### src/rtl/vmem_fill_pkg.sv
// Shared constants and types for the video-memory rectangle-fill engine:
// register map, CTRL/STATUS bit positions and FSM state encoding.
package vmem_fill_pkg;

  localparam int COORD_W_DEF = 8;
  localparam int COLOR_W_DEF = 3;

  localparam logic [1:0] REG_ORIGIN = 2'd0;
  localparam logic [1:0] REG_SIZE   = 2'd1;
  localparam logic [1:0] REG_COLOR  = 2'd2;
  localparam logic [1:0] REG_CTRL   = 2'd3;

  // CTRL write bits
  localparam int CTRL_START   = 0;
  localparam int CTRL_ABORT   = 1;
  localparam int CTRL_OVR_CLR = 2;

  // STATUS read bits
  localparam int STAT_BUSY = 0;
  localparam int STAT_OVR  = 1;

  typedef enum logic [1:0] {
    ST_IDLE = 2'd0,
    ST_RUN  = 2'd1,
    ST_DONE = 2'd2
  } fill_state_e;

endpackage

### src/rtl/vmem_fill_ctrl_if.sv
// Bus bundle for the fill controller: config register port, CPU store port
// and the arbitrated video-memory write port.
interface vmem_fill_ctrl_if
  import vmem_fill_pkg::*;
#(
  parameter int COORD_W = COORD_W_DEF,
  parameter int COLOR_W = COLOR_W_DEF
);

  logic                   cfg_we_i;
  logic [1:0]             cfg_addr_i;
  logic [31:0]            cfg_wdata_i;
  logic [31:0]            cfg_rdata_o;
  logic                   cpu_we_i;
  logic [2*COORD_W-1:0]   cpu_addr_i;
  logic [COLOR_W-1:0]     cpu_wdata_i;
  logic                   vmem_we_o;
  logic [2*COORD_W-1:0]   vmem_addr_o;
  logic [COLOR_W-1:0]     vmem_wdata_o;

  modport master (
    output cfg_we_i, cfg_addr_i, cfg_wdata_i,
    output cpu_we_i, cpu_addr_i, cpu_wdata_i,
    input  cfg_rdata_o,
    input  vmem_we_o, vmem_addr_o, vmem_wdata_o
  );

  modport slave (
    input  cfg_we_i, cfg_addr_i, cfg_wdata_i,
    input  cpu_we_i, cpu_addr_i, cpu_wdata_i,
    output cfg_rdata_o,
    output vmem_we_o, vmem_addr_o, vmem_wdata_o
  );

endinterface

### src/rtl/fill_rect_walker.sv
// Rectangle scan counters: x/y position plus column/row counts, loaded with a
// latched origin and size, advanced one pixel at a time in raster order.
module fill_rect_walker
  import vmem_fill_pkg::*;
#(
  parameter int COORD_W = COORD_W_DEF
) (
  input  logic               clk_i,
  input  logic               rst_i,
  input  logic               load_i,
  input  logic               advance_i,
  input  logic [COORD_W-1:0] x0_i,
  input  logic [COORD_W-1:0] y0_i,
  input  logic [COORD_W-1:0] wm1_i,
  input  logic [COORD_W-1:0] hm1_i,
  output logic [COORD_W-1:0] x_o,
  output logic [COORD_W-1:0] y_o,
  output logic               last_o
);

  logic [COORD_W-1:0] x_q, y_q, col_q, row_q;
  logic [COORD_W-1:0] x0_q, wm1_q, hm1_q;
  logic               rowEnd;

  assign rowEnd = (col_q == wm1_q);
  assign last_o = rowEnd && (row_q == hm1_q);
  assign x_o    = x_q;
  assign y_o    = y_q;

  // x and y wrap naturally at the coordinate width; no clipping to the panel
  always_ff @(posedge clk_i or posedge rst_i) begin
    if (rst_i) begin
      x_q   <= '0;
      y_q   <= '0;
      col_q <= '0;
      row_q <= '0;
      x0_q  <= '0;
      wm1_q <= '0;
      hm1_q <= '0;
    end else if (load_i) begin
      x0_q  <= x0_i;
      wm1_q <= wm1_i;
      hm1_q <= hm1_i;
      x_q   <= x0_i;
      y_q   <= y0_i;
      col_q <= '0;
      row_q <= '0;
    end else if (advance_i) begin
      if (rowEnd) begin
        x_q   <= x0_q;
        y_q   <= y_q + COORD_W'(1);
        col_q <= '0;
        row_q <= row_q + COORD_W'(1);
      end else begin
        x_q   <= x_q + COORD_W'(1);
        col_q <= col_q + COORD_W'(1);
      end
    end
  end

endmodule

### src/rtl/vmem_fill_ctrl.sv
// Rectangle-fill engine and video-memory write arbiter: CPU stores win every
// cycle, the engine fills the remaining cycles with a constant colour.
module vmem_fill_ctrl
  import vmem_fill_pkg::*;
#(
  parameter int COORD_W = COORD_W_DEF,
  parameter int COLOR_W = COLOR_W_DEF
) (
  input  logic            clk_i,
  input  logic            rst_i,
  vmem_fill_ctrl_if.slave bus,
  output logic            busy_o,
  output logic            done_o
);

  localparam int AW = 2 * COORD_W;

  fill_state_e        state_q, state_d;
  logic [AW-1:0]      origin_q, size_q;
  logic [COLOR_W-1:0] color_q, fillColor_q;
  logic               ovr_q, ovr_d;
  logic               busy_q, done_q;
  logic               vmemWe_q;
  logic [AW-1:0]      vmemAddr_q;
  logic [COLOR_W-1:0] vmemData_q;
  logic [31:0]        rdata_q, rdata_d;

  logic               ctrlWr, startReq, abortReq, ovrClrReq;
  logic               load, issue, lastPix;
  logic [COORD_W-1:0] walkX, walkY;
  logic               unusedWdata;

  assign unusedWdata = ^bus.cfg_wdata_i[31:AW];

  assign ctrlWr    = bus.cfg_we_i && (bus.cfg_addr_i == REG_CTRL);
  assign startReq  = ctrlWr && bus.cfg_wdata_i[CTRL_START];
  assign abortReq  = ctrlWr && bus.cfg_wdata_i[CTRL_ABORT];
  assign ovrClrReq = ctrlWr && bus.cfg_wdata_i[CTRL_OVR_CLR];

  fill_rect_walker #(.COORD_W(COORD_W)) u_walker (
    .clk_i     (clk_i),
    .rst_i     (rst_i),
    .load_i    (load),
    .advance_i (issue),
    .x0_i      (origin_q[COORD_W-1:0]),
    .y0_i      (origin_q[AW-1:COORD_W]),
    .wm1_i     (size_q[COORD_W-1:0]),
    .hm1_i     (size_q[AW-1:COORD_W]),
    .x_o       (walkX),
    .y_o       (walkY),
    .last_o    (lastPix)
  );

  // An abort in the same cycle as a start or an issue always wins
  always_comb begin
    load    = (state_q == ST_IDLE) && startReq && !abortReq;
    issue   = (state_q == ST_RUN) && !bus.cpu_we_i && !abortReq;
    state_d = state_q;
    unique case (state_q)
      ST_IDLE: if (load) state_d = ST_RUN;
      ST_RUN: begin
        if (abortReq)             state_d = ST_IDLE;
        else if (issue && lastPix) state_d = ST_DONE;
      end
      ST_DONE: state_d = ST_IDLE;
      default: state_d = ST_IDLE;
    endcase

    ovr_d = ovr_q;
    if (startReq && (state_q != ST_IDLE)) ovr_d = 1'b1;
    else if (ovrClrReq)                   ovr_d = 1'b0;
  end

  always_comb begin
    rdata_d = '0;
    unique case (bus.cfg_addr_i)
      REG_ORIGIN: rdata_d = 32'(origin_q);
      REG_SIZE:   rdata_d = 32'(size_q);
      REG_COLOR:  rdata_d = 32'(color_q);
      REG_CTRL: begin
        rdata_d[STAT_BUSY] = busy_q;
        rdata_d[STAT_OVR]  = ovr_q;
      end
      default: rdata_d = '0;
    endcase
  end

  // Programmable registers stay writable during a fill; the walker and
  // fillColor_q hold the copies the running fill actually uses.
  always_ff @(posedge clk_i or posedge rst_i) begin
    if (rst_i) begin
      origin_q    <= '0;
      size_q      <= '0;
      color_q     <= '0;
      fillColor_q <= '0;
    end else begin
      if (bus.cfg_we_i && (bus.cfg_addr_i == REG_ORIGIN)) origin_q <= bus.cfg_wdata_i[AW-1:0];
      if (bus.cfg_we_i && (bus.cfg_addr_i == REG_SIZE))   size_q   <= bus.cfg_wdata_i[AW-1:0];
      if (bus.cfg_we_i && (bus.cfg_addr_i == REG_COLOR))  color_q  <= bus.cfg_wdata_i[COLOR_W-1:0];
      if (load) fillColor_q <= color_q;
    end
  end

  always_ff @(posedge clk_i or posedge rst_i) begin
    if (rst_i) begin
      state_q    <= ST_IDLE;
      ovr_q      <= 1'b0;
      busy_q     <= 1'b0;
      done_q     <= 1'b0;
      vmemWe_q   <= 1'b0;
      vmemAddr_q <= '0;
      vmemData_q <= '0;
      rdata_q    <= '0;
    end else begin
      state_q <= state_d;
      ovr_q   <= ovr_d;
      busy_q  <= (state_d == ST_RUN);
      done_q  <= (state_q == ST_DONE);
      rdata_q <= rdata_d;
      if (bus.cpu_we_i) begin
        vmemWe_q   <= 1'b1;
        vmemAddr_q <= bus.cpu_addr_i;
        vmemData_q <= bus.cpu_wdata_i;
      end else if (issue) begin
        vmemWe_q   <= 1'b1;
        vmemAddr_q <= {walkY, walkX};
        vmemData_q <= fillColor_q;
      end else begin
        vmemWe_q   <= 1'b0;
      end
    end
  end

  assign bus.vmem_we_o    = vmemWe_q;
  assign bus.vmem_addr_o  = vmemAddr_q;
  assign bus.vmem_wdata_o = vmemData_q;
  assign bus.cfg_rdata_o  = rdata_q;
  assign busy_o           = busy_q;
  assign done_o           = done_q;

endmodule

### src/flat_wrapper.sv
// flat-port wrapper written by rule: the top's interface ports become plain ports
module vmem_fill_ctrl_flat import vmem_fill_pkg::*;
#(
  parameter int COORD_W = COORD_W_DEF,
  parameter int COLOR_W = COLOR_W_DEF
)
  (clk_i, rst_i, busy_o, done_o, bus_cfg_we_i, bus_cfg_addr_i, bus_cfg_wdata_i, bus_cpu_we_i, bus_cpu_addr_i, bus_cpu_wdata_i, bus_cfg_rdata_o, bus_vmem_we_o, bus_vmem_addr_o, bus_vmem_wdata_o);
  vmem_fill_ctrl_if #(.COORD_W(COORD_W), .COLOR_W(COLOR_W)) bus_i ();
  input  logic clk_i;
  input  logic rst_i;
  output logic busy_o;
  output logic done_o;
  input wire logic [$bits(bus_i.cfg_we_i)-1:0] bus_cfg_we_i;
  input wire logic [$bits(bus_i.cfg_addr_i)-1:0] bus_cfg_addr_i;
  input wire logic [$bits(bus_i.cfg_wdata_i)-1:0] bus_cfg_wdata_i;
  input wire logic [$bits(bus_i.cpu_we_i)-1:0] bus_cpu_we_i;
  input wire logic [$bits(bus_i.cpu_addr_i)-1:0] bus_cpu_addr_i;
  input wire logic [$bits(bus_i.cpu_wdata_i)-1:0] bus_cpu_wdata_i;
  output wire logic [$bits(bus_i.cfg_rdata_o)-1:0] bus_cfg_rdata_o;
  output wire logic [$bits(bus_i.vmem_we_o)-1:0] bus_vmem_we_o;
  output wire logic [$bits(bus_i.vmem_addr_o)-1:0] bus_vmem_addr_o;
  output wire logic [$bits(bus_i.vmem_wdata_o)-1:0] bus_vmem_wdata_o;
  assign bus_i.cfg_we_i = bus_cfg_we_i;
  assign bus_i.cfg_addr_i = bus_cfg_addr_i;
  assign bus_i.cfg_wdata_i = bus_cfg_wdata_i;
  assign bus_i.cpu_we_i = bus_cpu_we_i;
  assign bus_i.cpu_addr_i = bus_cpu_addr_i;
  assign bus_i.cpu_wdata_i = bus_cpu_wdata_i;
  assign bus_cfg_rdata_o = bus_i.cfg_rdata_o;
  assign bus_vmem_we_o = bus_i.vmem_we_o;
  assign bus_vmem_addr_o = bus_i.vmem_addr_o;
  assign bus_vmem_wdata_o = bus_i.vmem_wdata_o;
  vmem_fill_ctrl #(.COORD_W(COORD_W), .COLOR_W(COLOR_W)) u_core (.clk_i(clk_i), .rst_i(rst_i), .bus(bus_i), .busy_o(busy_o), .done_o(done_o));
endmodule
### config.mk
export PLATFORM = sky130hd
export DESIGN_NAME = vmem_fill_ctrl_flat
export DESIGN_NICKNAME = d
export VERILOG_FILES = /design/src/rtl/vmem_fill_pkg.sv /design/src/rtl/vmem_fill_ctrl_if.sv /design/src/rtl/fill_rect_walker.sv /design/src/rtl/vmem_fill_ctrl.sv /design/src/flat_wrapper.sv
export SDC_FILE = /design/constraint.sdc
export NUM_CORES = 1
export LEC_CHECK = 0
export ABC_AREA = 1
export CORE_ASPECT_RATIO = 0.7
export CORE_MARGIN = 1
export CORE_UTILIZATION = 40
export DETAILED_ROUTE_END_ITERATION = 8
export GPL_TIMING_DRIVEN = 0
export SETUP_SLACK_MARGIN = 0.4
export SYNTH_ARGS = -nofsm -noshare
export SYNTH_HDL_FRONTEND = slang
export SYNTH_SLANG_ARGS = --single-unit
### constraint.sdc
create_clock -name clk_i -period 11.5 [get_ports clk_i]
set_clock_uncertainty 0.1 [all_clocks]
set_input_delay 1.725 -clock clk_i [delete_from_list [all_inputs] [get_ports clk_i]]
set_output_delay 1.725 -clock clk_i [all_outputs]
set_load 0.01 [all_outputs]
---- Yosys cells after proc, flatten, opt, wreduce, memory -nomap -nowiden ----
Cells that the tools add are included.
Widths: inputs -> output; s select.
storage, ports and cells
  register bits after elaboration ......... 135
  logic and storage cells ................. 81
cells by class
  $add $sub $neg .......................... 4
  equal/unequal tests ..................... 8
  mux-type cells .......................... 26
  reduce and logical (&&, ||, !) cells .... 24
operators by type and width
  operator             number
  $mux 8               12
  $pmux 14 s3          1
  $add 8x1->8 const B  4
  $mux 16              2
  $eq 8x8->1           2
  $logic_and 1x1->1    14
  $reduce_bool 2->1    5
  $pmux 2 s4           1
  $eq 2x1->1 const B   3
  $eq 2x2->1 const B   3
  $mux 2               3
  $mux 3               2
  $logic_not 2->1      2
  $mux 1               4
  $pmux 2 s2           1
  $logic_not 1->1      2
  $reduce_and 2->1     1

---- Longest topological paths before layout ----
  word-level depth ........................ 10
  mapped depth ............................ 12
  gate-level depth less buffers ........... 11

---- Cells and area by module ----
From an unflattened synthesis, not the netlist that was laid out.
second synthesis, totals
  cells, all modules ...................... 772
  area total of the unflattened synthesis .. 6,475.0 um^2
modules (own cells, without submodules)
  module            times used  cells an instance  area an instance (um^2)  seq. area each (um^2)
  vmem_fill_ctrl    1           384                3,377.0                  1,976.9
  fill_rect_walker  1           388                3,098.0                  1,401.3

---- Worst setup path before layout ----
OpenSTA, ideal clock, no wires.
  kind .................................... input-to-reg
  start point ............................. input port bus_cfg_addr_i[0]
  end point ............................... register u_core.u_walker.y_q[1] (netlist: u_core.u_walker.y_o[1])
  data arrival time ....................... 2.626 ns
  data required time ...................... 11.277 ns
  setup slack ............................. 8.650 ns
  cell stages on the path ................. 10
  cell sequence ........................... nand2_1 > inv_2 > nand2_2 > nor2_4 > nand2_2 > buf_6 > clkinv_4 > buf_6 > o21ai_0 > o21ai_2
on the way
  longest elaborated chain between the ends .. 7
  elaborated cells on any way between the ends .. 12
RTL lines
  what                                                         RTL line                                    RTL
  from (decl)                                                  flat_wrapper.sv:14                          input wire logic [$bits(bus_i.cfg_addr_i)-1:0] bus_cfg_addr_i;
  $eq 2x2->1 (*)                                               vmem_fill_ctrl.sv:35                        assign ctrlWr = bus.cfg_we_i && (bus.cfg_addr_i == REG_CTRL);
  $logic_and 1x1->1 (*)                                        vmem_fill_ctrl.sv:35
  $logic_and 1x1->1 (on tied branches)                         vmem_fill_ctrl.sv:36, vmem_fill_ctrl.sv:37
  $logic_and 1x1->1 / $logic_not 1->1 (equally long branches)  vmem_fill_ctrl.sv:56, vmem_fill_ctrl.sv:57
  $logic_and 1x1->1 (on tied branches)                         vmem_fill_ctrl.sv:56, vmem_fill_ctrl.sv:57
  $reduce_bool 2->1 (no line)                                  -
  $reduce_and 2->1 (no line)                                   -
  to (signal assigned)                                         fill_rect_walker.sv:45                      y_q <= y0_i;
  to (signal assigned)                                         fill_rect_walker.sv:51                      y_q <= y_q + COORD_W'(1);
  to (decl)                                                    fill_rect_walker.sv:21                      logic [COORD_W-1:0] x_q, y_q, col_q, row_q;
Every way passes the cells marked *; elsewhere a longest branch is shown, timed or not.
A chain may end at the register's enable or synchronous reset.

---- Worst setup path after layout ----
  start point ............................. input port bus_cfg_addr_i[1]
  end point ............................... register u_core.u_walker.col_q[5]
on the way
  longest elaborated chain between the ends .. 6
  elaborated cells on any way between the ends .. 10
RTL lines
  what                                                         RTL line                                    RTL
  $eq 2x2->1 (*)                                               vmem_fill_ctrl.sv:35
  $logic_and 1x1->1 (*)                                        vmem_fill_ctrl.sv:35
  $logic_and 1x1->1 (on tied branches)                         vmem_fill_ctrl.sv:36, vmem_fill_ctrl.sv:37
  $logic_and 1x1->1 / $logic_not 1->1 (equally long branches)  vmem_fill_ctrl.sv:56, vmem_fill_ctrl.sv:57
  $logic_and 1x1->1 (on tied branches)                         vmem_fill_ctrl.sv:56, vmem_fill_ctrl.sv:57
  $mux 8 / $reduce_bool 2->1 (equally long branches)           -
  to (signal assigned)                                         fill_rect_walker.sv:56                      col_q <= col_q + COORD_W'(1);
  to (decl)                                                    fill_rect_walker.sv:21
Marks and branches as above.

==> key figures <==
Critical path
  – CP endpoint kind: register
  – CP delay by family, top: simple AND/OR/NAND/NOR gates
  – Slowest CP cell: clkdlybuf4s50_1
  – Worst path max stage delay: 0.56 ns
  – Arr. time, crit path: 3.58 ns
  – Crit path kind: in -> reg
  – CP max FO: 10
  – Most used cell, CP: nand2_1
  – Req. time, crit path: 11.74 ns
  – Worst Path Buf+Inv: 3
  – CP Cell Sequence: clkdlybuf4s50_1, nand2_1, inv_2, nand3_1, nand3_2, nand2_2, nand2_4, buf_6, nand2_1, nor2_1
  – Startpoint class of the critical path: input port

STA
  – Endpoints failing setup: 0
  – Max_slew headroom: 0.488
  – Min Clock Period, post-route: 3.34 ns
  – Hold Fails Final Rpt: 0
  – Max Transition Viols Final: 0
  – Least-Margin Pin Slew: 0.769 ns
  – Fmax achieved: 300 MHz
  – Setup TNS: 0 ns
  – RSZ-0062 raised after global routing: false
  – Final worst path period share: 0.290

Yosys
  – Main synth FF type: dfrtp_1
  – FF+latch count, synth: 135
  – Synth unique cells: 38
  – Avg Inst Size Synth: 8.43 µm²
  – Syn. warnings: 0
  – Sequential cell area fraction in the yosys report: 0.527
  – Leading area contributor after synthesis: dfrtp_1
  – Fraction of registers with async set/reset: 1.00
  – Count leader, synth: nand2_1
  – Post-synth EDFFs: 0
  – Synth Instances: 761
  – Area share of the largest cell type after synthesis: 0.527
  – Top area cells in the synthesized netlist: dfrtp_1 (53%), nand2_1 (14%), o21ai_0 (6.1%)
  – Most frequent cells after synthesis: nand2_1 (238), dfrtp_1 (135), inv_1 (91)
  – Post-synthesis instance area: 6420 µm²

Clock tree
  – Clk slew on worst S/H paths: 0.06 ns
  – Clock Root Buffer: clkbuf_16
  – Buffer levels on the longest clock path: 2
  – CTS tree: yes
  – CTS resizes: 0
  – Worst-Skew Late Latency: 0.42 ns
  – Post-CTS setup buffers: 0
  – H-tree depth: 4
  – Sink Count: 135
  – Hold buffer count at cts: 0
  – Num CTS Buffers: 17

Pwr
  – Internal power: 1.08 mW
  – Final Power: 1.56 mW
  – Pleak: 3.99 nW
  – Clock share of power: 0.374
  – Maximum vdd drop: 0.0000811 V
  – Pwr Density: 191 nW/µm²
  – Comb power frac: 0.212
  – Seq pwr share: 0.414
  – Sw Share: 0.310
  – P_sw: 0.482 mW

Drt
  – DRC: 0
  – Pre-antenna DRT Iters: 8
  – Total wire length: 16700 µm
  – DR WL/cell: 15.4 µm
  – Vias per cell: 4.83
  – Routed vias: 5243
  – DRT iter0 DRCs: 415
  – DRT antenna net count: 0

Floorplan
  – Row cnt: 38
  – # IOs: 111
  – Die width: 153 µm
  – Initial Util: 0.411
  – Die height: 108 µm
  – Die Area: 16600 µm²
  – Core footprint: 15600 µm²

Global routing
  – Vias in the first global route: 5149
  – Largest net degree at the start of global routing: 83
  – Initial antenna violation count: 0
  – Gr usage total: 0.221
  – Total gr overflow: 0
  – First-pass GRT wire length: 27700 µm

Place
  – Placed insts: 1055
  – IO Port Bufs: 78
  – RD Place Congestion: 0.860
  – DP HPWL: 12300 µm

Status
  – Status: completed

Final layout
  – Area growth, synth to finish: 27.2%
  – Final net count: 935
  – Antenna Diode Count: 0
  – Ratio of cells with drive above 1 in the final layout: 0.0959
  – Fin cells: 1086

Hold path
  – Worst hold path class: reg -> reg

Job
  – Max cap viols: 0
cell families (layout without fill, tap and decap cells):
group           Yosys count  after routing  synth area share
simple gates            331            331             0.216
buf+inv                 141            251             0.105
flops                   135            135             0.527
compound gates          125            125             0.111
xor+xnor                 24             24            0.0328
fa+ha+maj                 4              4           0.00780
other cells               1             16          0.000584
cell type report:
cell class                      instances  area, µm²
Timing Repair Buffer                   79        808
Inverter                               94        363
Fill cell                            1518       7440
Tap cell                              200        250
Clock buffer                           18        429
Multi-Input combinational cell        500       2420
Clock inverter                         13        194
Sequential cell                       135       3380
Buffer                                 47        315
metal layers:
metal / global-route usage / share of wire
met3: 0.0457 / 0.042
met5: 0 / 0
met2: 0.317 / 0.41
met4: 0.0643 / 0.015
met1: 0.334 / 0.53
state kept, by name, summed over array words and instances, names as in the netlist, 16 cells and up:
signal and flops:
u_core.bus.cfg_rdata_o 16, u_core.bus.vmem_addr_o 16, u_core.origin_q 16, u_core.size_q 16
power groups by stage:
stage | combinational, mW | sequential (mW) | clock (mW)
6_report | 0.331 | 0.644 | 0.582
5_1_grt | 0.382 | 0.656 | 0.610
4_1_cts | 0.333 | 0.643 | 0.591
3_5_place_dp | 0.331 | 0.649 | 0
3_3_place_gp | 0.326 | 0.649 | 0
2_1_floorplan | 0.212 | 0.636 | 0
final timing paths:
kind                       cells after the start  slack [ns]          startpoint                          to
setup / recovery                              10        8.16   bus_cfg_addr_i[1]    u_core.u_walker.col_q[5]
hold / removal                                 2        0.38  u_core.origin_q[9]          u_core.origin_q[9]
setup reg to reg                               8        9.68   u_core.state_q[0]    u_core.u_walker.col_q[5]
hold reg to reg                                2        0.38  u_core.origin_q[9]          u_core.origin_q[9]
max in group asynchronous                      3        8.83               rst_i     u_core.u_walker.x0_q[1]
min in group asynchronous                      2        1.74               rst_i  u_core.bus.cfg_rdata_o[12]
metrics by stage:
| stage | cell area (µm²) | setup WS, ns | utilization | hold slack, ns |
|---|---|---|---|---|
| 2_1_floorplan | 6470 | 6.06 | - | 0.338 |
| 3_3_place_gp | 7500 | 3.97 | 0.481 | 0.357 |
| 3_5_place_dp | 7540 | 7.79 | 0.483 | 0.366 |
| 6_report | 8160 | 8.16 | 0.523 | 0.381 |
| 4_1_cts | 8160 | 8.20 | 0.523 | 0.383 |
| 5_1_grt | 8160 | 8.07 | 0.523 | 0.403 |
worst register-to-register path, delay by kind of cell (launching register included):
family        cells  cell delay [ns]
simple gates      6             0.82
flops             1             0.44
buf+inv           2             0.34
placed cells by master (no fill, tap or decap), types with 5 or more instances in the layout:
master / Yosys / final
clkbuf_1: 14 / 15
o21ai_2: 10 / 10
nand4_1: 8 / 8
conb_1: 1 / 16
o21ai_1: 10 / 10
nand2_1: 238 / 238
clkdlybuf4s50_1: 0 / 78
clkbuf_16: 0 / 17
inv_1: 91 / 90
o21ai_0: 78 / 78
nand3_1: 46 / 46
dfrtp_1: 135 / 135
xnor2_1: 11 / 11
buf_6: 9 / 9
buf_4: 17 / 17
xor2_1: 13 / 13
inv_6: 0 / 5
nor2_1: 24 / 24
o22ai_1: 6 / 6
o211ai_1: 10 / 10
buf_2: 6 / 6
No activity file was read; power rests on OpenSTA's default activity.
